## src/rtl/isa_pkg.sv

```systemverilog
// Shared ISA definitions: opcode encodings (also used by the main decoder),
// opcode legality check, loader error codes and loader state encoding.
package isa_pkg;

    localparam logic [5:0] OP_ADD     = 6'b000000;  // add/sub
    localparam logic [5:0] OP_ADDI    = 6'b010000;
    localparam logic [5:0] OP_FP      = 6'b000100;  // scalar fp
    localparam logic [5:0] OP_VFP     = 6'b001100;  // vector fp
    localparam logic [5:0] OP_SW      = 6'b010001;
    localparam logic [5:0] OP_LW      = 6'b010010;
    localparam logic [5:0] OP_SW_FP   = 6'b010101;
    localparam logic [5:0] OP_LW_FP   = 6'b010110;
    localparam logic [5:0] OP_VST     = 6'b011101;
    localparam logic [5:0] OP_VLD     = 6'b011110;
    localparam logic [5:0] OP_BEQ     = 6'b100000;
    localparam logic [5:0] OP_BLT     = 6'b100001;
    localparam logic [5:0] OP_J       = 6'b100010;
    localparam logic [5:0] OP_VSET_FP = 6'b111111;
    localparam logic [5:0] OP_START   = 6'b110010;  // program framing: begin
    localparam logic [5:0] OP_CLOSE   = 6'b110001;  // program framing: end

    typedef enum logic [1:0] {
        ERR_NONE     = 2'b00,
        ERR_ILLEGAL  = 2'b01,
        ERR_OVERFLOW = 2'b10,
        ERR_START    = 2'b11
    } err_code_t;

    typedef enum logic [1:0] {
        ST_IDLE = 2'b00,
        ST_LOAD = 2'b01,
        ST_DONE = 2'b10,
        ST_ERR  = 2'b11
    } loader_state_t;

    function automatic logic is_legal_op(input logic [5:0] op);
        case (op)
            OP_ADD, OP_ADDI, OP_FP, OP_VFP, OP_SW, OP_LW, OP_SW_FP, OP_LW_FP,
            OP_VST, OP_VLD, OP_BEQ, OP_BLT, OP_J, OP_VSET_FP, OP_START,
            OP_CLOSE: is_legal_op = 1'b1;
            default:  is_legal_op = 1'b0;
        endcase
    endfunction

endpackage

```

## src/rtl/instr_loader_if.sv

```systemverilog
// Host byte stream and instruction-memory write port of the program loader.
// master: host/memory side, slave: the loader.
interface instr_loader_if #(
    parameter int IMEM_AW = 10
);
    logic               in_valid;
    logic [7:0]         in_data;
    logic               in_ready;
    logic               imem_we;
    logic [IMEM_AW-1:0] imem_addr;
    logic [31:0]        imem_wdata;

    modport master (
        output in_valid, in_data,
        input  in_ready, imem_we, imem_addr, imem_wdata
    );

    modport slave (
        input  in_valid, in_data,
        output in_ready, imem_we, imem_addr, imem_wdata
    );
endinterface

```

## src/rtl/instr_loader_word_assembler.sv

```systemverilog
// Packs accepted bytes little-endian into 32-bit words. The completed word
// and word_valid are presented combinationally in the cycle the 4th byte is
// accepted, so the FSM acts on it at that same edge.
module word_assembler (
    input  logic        clk,
    input  logic        rst_n,
    input  logic        clear,
    input  logic        byte_en,
    input  logic [7:0]  byte_data,
    output logic        word_valid,
    output logic [31:0] word
);
    logic [1:0]  cnt_q, cnt_d;
    logic [23:0] pack_q, pack_d;

    // Byte counter / pack register update and word completion
    always_comb begin
        cnt_d      = cnt_q;
        pack_d     = pack_q;
        word_valid = byte_en && (cnt_q == 2'd3);
        word       = {byte_data, pack_q};
        if (clear) begin
            cnt_d  = 2'd0;
            pack_d = '0;
        end else if (byte_en) begin
            cnt_d = cnt_q + 2'd1;
            case (cnt_q)
                2'd0:    pack_d[7:0]   = byte_data;
                2'd1:    pack_d[15:8]  = byte_data;
                2'd2:    pack_d[23:16] = byte_data;
                default: pack_d        = '0;
            endcase
        end
    end

    // Assembler registers
    always_ff @(posedge clk or negedge rst_n) begin
        if (!rst_n) begin
            cnt_q  <= 2'd0;
            pack_q <= '0;
        end else begin
            cnt_q  <= cnt_d;
            pack_q <= pack_d;
        end
    end
endmodule

```

## src/rtl/instr_loader.sv

```systemverilog
// Program loader: frames a START..CLOSE image from the host byte stream,
// validates opcodes and writes the image into instruction memory.
//
// state | meaning
// IDLE  | waiting for a START word; other words dropped
// LOAD  | writing program words, CLOSE included
// DONE  | image complete, core may run; holds until clear
// ERR   | load aborted (see err_code); holds until clear
module instr_loader
    import isa_pkg::*;
#(
    parameter int IMEM_AW = 10
) (
    input  logic                 clk,
    input  logic                 rst_n,
    input  logic                 clear,
    instr_loader_if.slave        bus,
    output logic                 busy,
    output logic                 done,
    output logic                 error,
    output logic [1:0]           err_code,
    output logic [IMEM_AW:0]     word_count
);
    localparam logic [IMEM_AW:0] CAPACITY = {1'b1, {IMEM_AW{1'b0}}};

    loader_state_t      state_q, state_d;
    err_code_t          err_code_q, err_code_d;
    logic [IMEM_AW:0]   word_count_q, word_count_d;
    logic               imem_we_q, imem_we_d;
    logic [IMEM_AW-1:0] imem_addr_q, imem_addr_d;
    logic [31:0]        imem_wdata_q, imem_wdata_d;

    logic        byte_en;
    logic        word_valid;
    logic [31:0] word;
    logic [5:0]  opcode;
    logic        op_legal;
    logic        op_start;
    logic        op_close;
    logic        mem_full;
    logic        load_word;
    logic        write_word;

    assign bus.in_ready = ((state_q == ST_IDLE) || (state_q == ST_LOAD)) && !clear;
    assign byte_en      = bus.in_valid && bus.in_ready;

    word_assembler u_asm (
        .clk        (clk),
        .rst_n      (rst_n),
        .clear      (clear),
        .byte_en    (byte_en),
        .byte_data  (bus.in_data),
        .word_valid (word_valid),
        .word       (word)
    );

    assign opcode     = word[31:26];
    assign op_legal   = is_legal_op(opcode);
    assign op_start   = (opcode == OP_START);
    assign op_close   = (opcode == OP_CLOSE);
    assign mem_full   = (word_count_q == CAPACITY);
    assign load_word  = !clear && (state_q == ST_LOAD) && word_valid;
    assign write_word = load_word && op_legal && !op_start && !mem_full;

    // State and output registers
    always_ff @(posedge clk or negedge rst_n) begin
        if (!rst_n) begin
            state_q      <= ST_IDLE;
            err_code_q   <= ERR_NONE;
            word_count_q <= '0;
            imem_we_q    <= 1'b0;
            imem_addr_q  <= '0;
            imem_wdata_q <= '0;
        end else begin
            state_q      <= state_d;
            err_code_q   <= err_code_d;
            word_count_q <= word_count_d;
            imem_we_q    <= imem_we_d;
            imem_addr_q  <= imem_addr_d;
            imem_wdata_q <= imem_wdata_d;
        end
    end

    // Next state and error classification; rule order sets error priority
    always_comb begin
        state_d    = state_q;
        err_code_d = err_code_q;
        if (clear) begin
            state_d    = ST_IDLE;
            err_code_d = ERR_NONE;
        end else begin
            case (state_q)
                ST_IDLE: begin
                    if (word_valid && op_start) state_d = ST_LOAD;
                end
                ST_LOAD: begin
                    if (word_valid) begin
                        if (!op_legal) begin
                            state_d    = ST_ERR;
                            err_code_d = ERR_ILLEGAL;
                        end else if (op_start) begin
                            state_d    = ST_ERR;
                            err_code_d = ERR_START;
                        end else if (mem_full) begin
                            state_d    = ST_ERR;
                            err_code_d = ERR_OVERFLOW;
                        end else if (op_close) begin
                            state_d = ST_DONE;
                        end
                    end
                end
                default: state_d = state_q;
            endcase
        end
    end

    // Memory write strobe, address/data capture and word counting
    always_comb begin
        imem_we_d    = 1'b0;
        imem_addr_d  = imem_addr_q;
        imem_wdata_d = imem_wdata_q;
        word_count_d = word_count_q;
        if (clear) begin
            word_count_d = '0;
        end else if ((state_q == ST_IDLE) && word_valid && op_start) begin
            word_count_d = '0;
        end else if (write_word) begin
            imem_we_d    = 1'b1;
            imem_addr_d  = word_count_q[IMEM_AW-1:0];
            imem_wdata_d = word;
            word_count_d = word_count_q + 1'b1;
        end
    end

    assign bus.imem_we    = imem_we_q;
    assign bus.imem_addr  = imem_addr_q;
    assign bus.imem_wdata = imem_wdata_q;
    assign busy           = (state_q == ST_LOAD);
    assign done           = (state_q == ST_DONE);
    assign error          = (state_q == ST_ERR);
    assign err_code       = err_code_q;
    assign word_count     = word_count_q;
endmodule

```

## src/flat_wrapper.sv

```systemverilog
// flat-port wrapper written by rule: the top's interface ports become plain ports
module instr_loader_flat import isa_pkg::*;
#(
    parameter int IMEM_AW = 10
)
  (clk, rst_n, clear, busy, done, error, err_code, word_count, bus_in_valid, bus_in_data, bus_in_ready, bus_imem_we, bus_imem_addr, bus_imem_wdata);
  instr_loader_if #(.IMEM_AW(IMEM_AW)) bus_i ();
  input  logic clk;
  input  logic rst_n;
  input  logic clear;
  output logic busy;
  output logic done;
  output logic error;
  output logic [1:0] err_code;
  output logic [IMEM_AW:0] word_count;
  input wire logic [$bits(bus_i.in_valid)-1:0] bus_in_valid;
  input wire logic [$bits(bus_i.in_data)-1:0] bus_in_data;
  output wire logic [$bits(bus_i.in_ready)-1:0] bus_in_ready;
  output wire logic [$bits(bus_i.imem_we)-1:0] bus_imem_we;
  output wire logic [$bits(bus_i.imem_addr)-1:0] bus_imem_addr;
  output wire logic [$bits(bus_i.imem_wdata)-1:0] bus_imem_wdata;
  assign bus_i.in_valid = bus_in_valid;
  assign bus_i.in_data = bus_in_data;
  assign bus_in_ready = bus_i.in_ready;
  assign bus_imem_we = bus_i.imem_we;
  assign bus_imem_addr = bus_i.imem_addr;
  assign bus_imem_wdata = bus_i.imem_wdata;
  instr_loader #(.IMEM_AW(IMEM_AW)) u_core (.clk(clk), .rst_n(rst_n), .clear(clear), .bus(bus_i), .busy(busy), .done(done), .error(error), .err_code(err_code), .word_count(word_count));
endmodule
```

## config.mk

```make
export PLATFORM = sky130hd
export DESIGN_NAME = instr_loader_flat
export DESIGN_NICKNAME = d
export VERILOG_FILES = /design/src/rtl/isa_pkg.sv /design/src/rtl/instr_loader_if.sv /design/src/rtl/instr_loader_word_assembler.sv /design/src/rtl/instr_loader.sv /design/src/flat_wrapper.sv
export SDC_FILE = /design/constraint.sdc
export NUM_CORES = 1
export LEC_CHECK = 0
export ABC_AREA = 1
export BUFFER_PORTS_ARGS = -buffer_cell sky130_fd_sc_hd__buf_2
export CORE_MARGIN = 2
export CORE_UTILIZATION = 55
export CTS_CLUSTER_SIZE = 8
export DETAILED_ROUTE_END_ITERATION = 12
export GPL_ROUTABILITY_DRIVEN = 1
export PLACE_DENSITY = 0.79
export SYNTH_ARGS = -nofsm -noshare
export SYNTH_HDL_FRONTEND = slang
export SYNTH_SLANG_ARGS = --single-unit
```

## constraint.sdc

```tcl
create_clock -name clk -period 2.05 [get_ports clk]
set_input_delay 0.1025 -clock clk [delete_from_list [all_inputs] [get_ports clk]]
set_output_delay 0.1025 -clock clk [all_outputs]
set_load 0.05 [all_outputs]
```

==> results of run 1 <==
flip-flops by register name, indices dropped and copies added (netlist names):
name,flops
u_core.state_q,2
u_core.u_asm.pack_q,24
u_core.bus.imem_addr,10
u_core.bus.imem_wdata,32
u_core.err_code,2
u_core.word_count,11
u_core.bus.imem_we,1
u_core.u_asm.cnt_q,2
timing repair:
item / 4_1_cts / 5_1_grt
resized for setup: 0 / 1
hold buffers: 1 / 0
endpoints found under the setup margin: 0 / 14
hold endpoints to repair: 47 / 0
setup buffers: 0 / 0
path summary, 6_finish.rpt:
check / from / end / slack, ns / depth (start not counted)
worst max register to register: u_core.word_count[0] / u_core.word_count[0] / 0.17 / 12
max in group asynchronous: rst_n / u_core.bus.imem_addr[1] / 1.13 / 3
worst max-delay path: u_core.word_count[0] / u_core.word_count[0] / 0.17 / 12
min in group asynchronous: rst_n / u_core.bus.imem_wdata[16] / 0.31 / 2
worst min-delay path: bus_in_data[1] / u_core.u_asm.pack_q[17] / 0.02 / 3
worst min register to register: u_core.bus.imem_wdata[28] / u_core.bus.imem_wdata[28] / 0.49 / 2
cell families (layout without fill, tap and decap cells):
logic type               after synthesis  after routing
AND/OR/NAND/NOR                      165            165
AO/OA/AOI/OAI                         86             86
flip-flops                            84             84
buffers and inverters                 73            154
adder cells (fa/ha/maj)               11             11
XOR/XNOR                               4              4
through the flow:
| stage | std cells | util | worst slack, ns |
|---|---|---|---|
| finish | 584 | 0.666 | 0.170 |
| global route | 584 | 0.666 | 0.00315 |
| CTS | 584 | 0.665 | 0.147 |
| detailed placement | 567 | 0.633 | 0.171 |
| global placement | 567 | 0.633 | 0.246 |
| floorplan | 423 | - | 0.0181 |
worst max-delay path: cells and delay by family, from the launching register on:
kind	cells	cell delay [ns]
AND/OR/NAND/NOR	6	0.63
buffers and inverters	4	0.48
flip-flops	1	0.42
adder cells (fa/ha/maj)	1	0.17
AO/OA/AOI/OAI	1	0.06
cells in the mapped netlist:
cell type,number
nand2_4,1
nand2_1,93
o21ai_1,31
buf_6,1
nand3b_1,1
nand4_1,5
nor2_8,1
o22ai_1,16
inv_2,3
nand2_2,3
buf_2,5
buf_1,1
clkbuf_1,7
nor3_1,7
nand3_1,30
o31ai_2,1
dfrtp_1,84
nor4_1,1
xor2_1,4
ha_1,11
a21oi_1,5
nor2_4,1
nor3_4,1
nor2_2,3
nor2_1,17
clkinv_1,1
inv_1,55
nand4_4,1
o21ai_0,33
final cells by class:
cell class              instances  area (um^2)  area share
clock buffers                  10          138      0.0308
inverters                      59          221      0.0495
clock inverters                 6         71.3      0.0159
multi-input cells             266         1390       0.311
repair buffers                 79          449       0.100
flip-flops and latches         84         2100       0.470
well taps                      80          100      0.0224
power groups by stage:
stage	sequential, mW	combinational (mW)	clock, mW
final	1.79	0.631	1.22
after global routing	1.80	0.692	1.32
after CTS	1.79	0.633	1.24
after detailed placement	1.82	0.627	0
after global placement	1.82	0.617	0
after floorplan	1.87	0.394	0
per-layer routing:
metal  up-vias  wire (um)
met3         7        419
met1      1470       3760
met2        82       3910
met4         0         72
met5         -          0
li1       1532          -
==> run metrics, run 1 <==
status=finished clean; maximum vdd drop=~660 uV; combinational power share=0.173; Syn-to-layout area delta=18.3%; syn avg cell area=~8.9 um^2; clk buf depth=2; DIE AREA=roughly 7600 um^2; P_leak=around 2.3 nW; RSZ-0062 raised after global routing=no; Top Usage Layer GRT=met2; initial core utilization=0.563; sw power=1.15 mW; Critical-path top delay cell=dfrtp_1; worst-path maximum fanout=18; IO Port Bufs=71; worst path cell trace=inv_1 > ha_1 > inv_1 > nor2_1 > nand3_1 > nor2_1 > nor2_2 > nand4_4 > buf_4 > inv_2 > nand2_1 > o21ai_1; CTS buffer count=9; Total Wirelength=about 8.2 mm; grt met1 use=0.323; Reg power frac=0.491; initial antenna violation count=0; io pins=72; Synthesized Nets=446; Post-DP HPWL=5.88 mm; Core Area=approximately 6700 um^2; met3 global-route usage=0.0512; drt via density=5.29; critical path class=flip-flop to flip-flop; Clock power frac=0.335; Critical Path Sink Type=flip-flop; routed len/inst=~14 um; main combinational cell family by area after synthesis=simple AND/OR/NAND/NOR gates; # clock sinks=between 80 and 90; GRT Util Overall=0.230; power density over the cells=roughly 800 nW/um^2; Worst Max-Slew Pin Slew=0.626 ns; f_max=between 0.5 and 0.6 GHz; synthesized flop and latch total=84; met2 usage=0.357; Overflow after GRT=0; clk slew on worst S/H paths=roughly 0.090 ns; Worst Hold Class=primary input to flip-flop; Tmin final=between 1.5 and 2 ns; Ys Warns=0; Internal Power=around 2.5 mW; Starting DRT DRC Count=slightly above 200; synth top area cells=dfrtp_1 (56%), nand2_1 (9.2%), inv_1 (5.5%); antenna cells=0; Site Rows=30; sequential-to-total area share from yosys stat=0.556; Pwr Total=~3.6 mW; pin count of the biggest net entering global routing=between 40 and 50; via count=about 3,100; hold slack=roughly 0.016 ns; drt drc=0; Slew Limit Fails=0; number of global-route vias before repair=about 2,800; CTS tree=done; H-tree depth=3; Synth Area in Simple Gates=0.201; Max-Cap Viols=0; Critical Path AT=between 2 and 2.5 ns; Largest stage delay, worst path=0.42 ns; post-route clock period utilization=0.917; DP Area=4250 um^2; Rel. slew slack=0.580; most frequent cells in the layout=nand2_1 (93), dfrtp_1 (84), buf_2 (70), inv_1 (55), o21ai_0 (33); clk_skew=slightly above 0.008 ns; antenna viol nets, final=0; sw frac=0.317; Netlist cell types=29; gp weighted congestion=approximately 0.96; Pre-antenna DRT Iters=4; compound-cell area share of the yosys netlist=0.121; Yosys top cell by area=dfrtp_1; XOR/XNOR Fraction of Synth Area=0.00927; Syn Std Cell Area=approximately 3800 um^2; crit start category=flip-flop; Die X=86.9 um; Design Area, Final=about 4500 um^2; Final Hold Fails=0; Die Ht=between 80 and 90 um; Syn Inst Count=between 400 and 500; commonest non-fill, non-tap cell in the layout=nand2_1; Critical Path RT=approximately 2.3 ns; CTS root buf=clkbuf_8; Final #Nets=between 500 and 600; share of cells above drive strength 1=0.216; clock latency on the worst-skew pair=0.36 ns; Fin Setup TNS=0 ns; mux contribution to synthesized area=0; global-route wire length before repair=13.4 mm; # fillers=570; Post-Synth Adder-Cell Area=0.0364; Synth top area share=0.556; final setup vio count=0
No activity file was read; power rests on OpenSTA's default activity.
==> run 2: changes to the inputs <==
==> constraint.sdc (replaced) <==
create_clock -name clk -period 2 [get_ports clk]
set_input_delay 0.1 -clock clk [delete_from_list [all_inputs] [get_ports clk]]
set_output_delay 0.1 -clock clk [all_outputs]
set_load 0.05 [all_outputs]
==> run 2 against run 1 <==
Core utilization grew 0.26 points. Worst hold slack better by 0.0093 ns. Combinational power up 4.9%. Non-clock buffer count rose by 5. Clock power fell by 8%. Critical endpoint is now u_core.word_count[5].
==> run metrics, run 2 (synthesis results as in run 1) <==
critical path class=flip-flop to flip-flop; # clock sinks=84; status=finished clean; worst path cell trace=inv_1 > ha_1 > inv_1 > nor2_1 > nand3_1 > nor2_1 > nor2_2 > nand4_4 > nand2_2 > nand2_1 > o21ai_0; Rel. slew slack=0.613; Layout Utilization=0.668; pin count of the biggest net entering global routing=50; Site Rows=30; DIE AREA=roughly 7600 um^2; worst-path maximum fanout=14; final setup vio count=0; P_leak=between 2 and 2.5 nW; Slew Limit Fails=0; clk_skew=0.00902 ns; Total Wirelength=8.47 mm; share of cells above drive strength 1=0.220; Worst Hold Class=primary input to flip-flop; Tmin final=~1.8 ns; antenna viol nets, final=0; Starting DRT DRC Count=251; number of global-route vias before repair=approximately 3,000; most frequent cells in the layout=nand2_1 (93), dfrtp_1 (83), buf_2 (70), inv_1 (55), o21ai_0 (33); Internal Power=2.43 mW; Final #Nets=between 500 and 600; max reg flops=32; Critical Path Sink Type=flip-flop; Die X=about 87 um; commonest non-fill, non-tap cell in the layout=nand2_1; Reg power frac=0.508; CTS tree=done; Crit path max-delay family=simple AND/OR/NAND/NOR gates; io pins=between 70 and 80; power density over the cells=~800 nW/um^2; clk slew on worst S/H paths=0.09 ns; WP buf/inv=2; global-route wire length before repair=approximately 14 mm; IO Port Bufs=just over 70; Core Area=approximately 6700 um^2; GRT Util Overall=0.240; DP Area=between 4000 and 5000 um^2; sw power=roughly 1.2 mW; register area=2100 um^2; clk buf depth=2; Max-Cap Viols=0; crit start category=flip-flop; # fillers=about 550; drt drc=0; Critical Path AT=between 2 and 2.5 ns; clock latency on the worst-skew pair=0.36 ns; Critical-path top delay cell=dfrtp_2; CTS root buf=clkbuf_8; via count=3,148; post-route clock period utilization=0.921; sw frac=0.327; RSZ-0062 raised after global routing=no; hold slack=0.0257 ns; Pre-antenna DRT Iters=5; combinational power share=0.183; Final Hold Fails=0; CTS buffer count=9; Worst Max-Slew Pin Slew=0.578 ns; post-CTS setup repair buffer count=0; initial core utilization=0.563; Fin Setup TNS=0 ns; area of the multi-input gates=roughly 1400 um^2; drt via density=between 5 and 6; maximum vdd drop=around 610 uV; Overflow after GRT=0; Design Area, Final=4490 um^2; routed len/inst=about 14 um; gp weighted congestion=~0.95; Die Ht=86.9 um; Critical Path RT=2.23 ns; Post-DP HPWL=5.97 mm; f_max=about 0.54 GHz; initial antenna violation count=0; Syn-to-layout area delta=18.8%; Largest stage delay, worst path=~0.43 ns; antenna cells=0; Clock power frac=0.309; H-tree depth=3
## run 2: power by group through the flow
stage	Sequential [mW]	Combinational (mW)	Clock (mW)
after CTS	1.83	0.663	1.13
after floorplan	1.92	0.404	0
after global placement	1.86	0.643	0
after global routing	1.84	0.728	1.20
final	1.84	0.662	1.12
after detailed placement	1.87	0.652	0
## run 2: worst paths after layout
kind / start / cells after the start / end / slack, ns
worst max-delay path: u_core.word_count[0] / 11 / u_core.word_count[5] / 0.16
worst min register to register: u_core.bus.imem_addr[2] / 2 / u_core.bus.imem_addr[2] / 0.48
max in group asynchronous: rst_n / 3 / u_core.bus.imem_wdata[11] / 1.13
worst max register to register: u_core.word_count[0] / 11 / u_core.word_count[5] / 0.16
worst min-delay path: bus_in_data[1] / 3 / u_core.u_asm.pack_q[17] / 0.03
min in group asynchronous: rst_n / 2 / u_core.u_asm.pack_q[18] / 0.25
## run 2: cell type report
class	instances	area share
timing repair buffer	84	0.111
clock inverter	4	0.00724
tap	80	0.0223
clock buffer	12	0.0323
inverter	59	0.0493
multi-input combinational	266	0.310
sequential	84	0.468
## run 2: routing by layer
metal  global-route usage  routed length [um]
met5                    0                   0
met4               0.0966                 160
met3               0.0427                 448
met2                0.369                4020
met1                0.339                3850
## run 2: through the flow
step                std cells  total power [mW]  setup slack, ns
floorplan                 423              2.32           0.0173
global placement          571              2.51            0.220
detailed placement        571              2.52            0.122
CTS                       589              3.63           0.0921
global route              589              3.77          0.00651
finish                    589              3.61            0.159
## run 2: worst register-to-register path, stage by stage, from the launching register on
cell and delay [ns]:
dfrtp_2 0.43, inv_1 0.12, ha_1 0.16, inv_1 0.04, nor2_1 0.09, nand3_1 0.10
nor2_1 0.19, nor2_2 0.09, nand4_4 0.15, nand2_2 0.19, nand2_1 0.11, o21ai_0 0.08
## run 2: what timing repair did
item                                    CTS  global route
hold buffers                              2             0
endpoints found under the setup margin    0            20
hold endpoints to repair                 36             0
gates resized for setup                   0             3
==> run 3: changes to the inputs <==
--- a/config.mk
+++ b/config.mk
@@ -7,7 +7,6 @@
 export LEC_CHECK = 0
 export ABC_AREA = 1
 export BUFFER_PORTS_ARGS = -buffer_cell sky130_fd_sc_hd__buf_2
-export CORE_MARGIN = 2
 export CORE_UTILIZATION = 55
 export CTS_CLUSTER_SIZE = 8
 export DETAILED_ROUTE_END_ITERATION = 12
==> constraint.sdc (replaced) <==
create_clock -name clk -period 1.83 [get_ports clk]
set_input_delay 0.0915 -clock clk [delete_from_list [all_inputs] [get_ports clk]]
set_output_delay 0.0915 -clock clk [all_outputs]
set_load 0.05 [all_outputs]
==> run 3 against run 2 <==
The flow now finishes with violations (DRC, setup timing). Clock skew rose by 0.0058 ns. Global-route usage rose by 1.1 points. Sequential cell count did not move. Clock power rose by 22%. Setup slack got worse by 0.17 ns. Highest routed layer unchanged. Via count rose by 5.3%.
==> run metrics, run 3 (synthesis results as in run 1) <==
status=complete, but fails checks; failing checks=DRC, setup timing; Rel. slew slack=0.612; RSZ-0062 raised after global routing=yes; Final WS setup=-0.00666 ns; H-tree depth=3; Critical R2R Launch=u_core.word_count[1]; initial core utilization=0.582; Cells after DPL=roughly 570; Post-DP HPWL=5.99 mm; Site Rows=29; combinational power share=0.181; clk_skew=between 0.01 and 0.015 ns; worst path cell trace=inv_2 > ha_2 > inv_1 > nor2_1 > nand3_1 > nor2_4 > nor2_4 > nand4_4 > buf_6 > clkbuf_16 > nand2_1 > o21ai_1; CTS tree=done; f_max=about 0.54 GHz; worst-path maximum fanout=9; most frequent CP cell=nor2_4; crit start category=flip-flop; commonest non-fill, non-tap cell in the layout=nand2_1; Pre-antenna DRT Iters=9; Critical-path top delay cell=dfrtp_2; post-route clock period utilization=1.00; via count=3,315; Critical Path AT=2.12 ns; initial antenna violation count=0; Tmin final=between 1.5 and 2 ns; Total Wirelength=9.44 mm; DIE AREA=~7200 um^2; share of cells above drive strength 1=0.263; Die Ht=84.9 um; Worst Max-Slew Pin Slew=roughly 0.58 ns; pin count of the biggest net entering global routing=47; sw frac=0.320; io pins=72; Syn-to-layout area delta=26.1%; gp weighted congestion=approximately 0.92; Critical Path RT=2.12 ns; max reg flops=32; Internal Power=approximately 2.8 mW; final setup vio count=2; Max-Cap Viols=0; Die X=84.9 um; drt drc=4; hold slack=approximately 0.046 ns; Overflow after GRT=0; IO Port Bufs=a little over 70; antenna viol nets, final=0; sw power=1.32 mW; number of global-route vias before repair=about 2,800; drt via density=5.52; Largest stage delay, worst path=0.44 ns; Cell Count, Final, Fillers Out=around 600; P_leak=~2.4 nW; GRT Util Overall=0.251; Reg power frac=0.487; maximum vdd drop=915 uV; Final Hold Fails=0; routed len/inst=around 16 um; power density over the cells=865 nW/um^2; CTS buffer count=9; CTS root buf=clkbuf_8; # clock sinks=84; Critical Path Sink Type=flip-flop; Core Area=6490 um^2; Hold Crit Start=bus_in_data[6]; global-route wire length before repair=between 10 and 15 mm; clock latency on the worst-skew pair=0.37 ns; clk buf depth=2; critical path class=flip-flop to flip-flop; Worst Setup SP=u_core.word_count[1]; clk slew on worst S/H paths=0.09 ns; Worst Hold Class=primary input to flip-flop; # fillers=482; most frequent cells in the layout=nand2_1 (93), dfrtp_1 (80), buf_2 (70), inv_1 (53), o21ai_1 (32); Starting DRT DRC Count=~270; Final #Nets=about 540; antenna cells=0; Slew Limit Fails=0; Clock power frac=0.332
-- run 3: final timing paths --
check,end,slack [ns],cells past startpoint
worst max-delay path,u_core.bus.imem_wdata[31],-0.007,12
min in group asynchronous,u_core.bus.imem_wdata[9],0.26,2
worst min register to register,u_core.bus.imem_addr[2],0.48,2
worst min-delay path,u_core.u_asm.pack_q[22],0.05,3
max in group asynchronous,u_core.bus.imem_addr[1],0.94,3
worst max register to register,u_core.bus.imem_wdata[31],-0.007,12
-- run 3: layout make-up --
type                       count  area (um^2)  share of cell area
clock inverter                 5         60.1              0.0126
tap                           77         96.3              0.0202
sequential                    84         2110               0.442
timing repair buffer          99          697               0.146
inverter                      59          224              0.0470
multi-input combinational    266         1440               0.302
clock buffer                  11          141              0.0297
-- run 3: power by group through the flow --
| stage | sequential, mW | clock, mW | combinational [mW] |
|---|---|---|---|
| 2_1_floorplan | 2.10 | 0 | 0.444 |
| 3_3_place_gp | 2.04 | 0 | 0.708 |
| 3_5_place_dp | 2.04 | 0 | 0.725 |
| 4_1_cts | 2.01 | 1.37 | 0.737 |
| 5_1_grt | 2.02 | 1.46 | 0.811 |
| 6_report | 2.01 | 1.37 | 0.747 |
-- run 3: timing repair --
| action | 4_1_cts | 5_1_grt |
|---|---|---|
| hold buffers | 3 | 0 |
| resized for setup | 1 | 16 |
| cloned | 0 | 5 |
| hold endpoints to repair | 46 | 0 |
| pin swaps | 0 | 3 |
| setup endpoints to repair | 1 | 57 |
| buffers inserted | 0 | 5 |
-- run 3: metal layers --
metal	vias to the layer above	global-route usage	wire length, um
li1	1574	-	-
met1	1600	0.368	4250
met2	124	0.377	4550
met3	17	0.0584	506
met4	0	0.0740	140
met5	-	0	0
-- run 3: per-stage QoR --
step	util	power (mW)	instance area [um^2]	setup WS (ns)	setup TNS, ns
detailed placement	0.668	2.77	4340	0.0315	0
CTS	0.704	4.11	4580	0.0211	0
global placement	0.668	2.75	4340	0.104	0
floorplan	-	2.55	3800	0.00891	0
finish	0.734	4.12	4770	-0.00666	-0.00999
global route	0.734	4.28	4770	-0.0592	-1.04
-- run 3: critical path, delay by kind of cell, from the launching register on --
kind | cells | cell delay, ns
compound gates | 1 | 0.08
fa+ha+maj | 1 | 0.17
buf+inv | 4 | 0.49
flops | 1 | 0.44
simple gates | 6 | 0.60
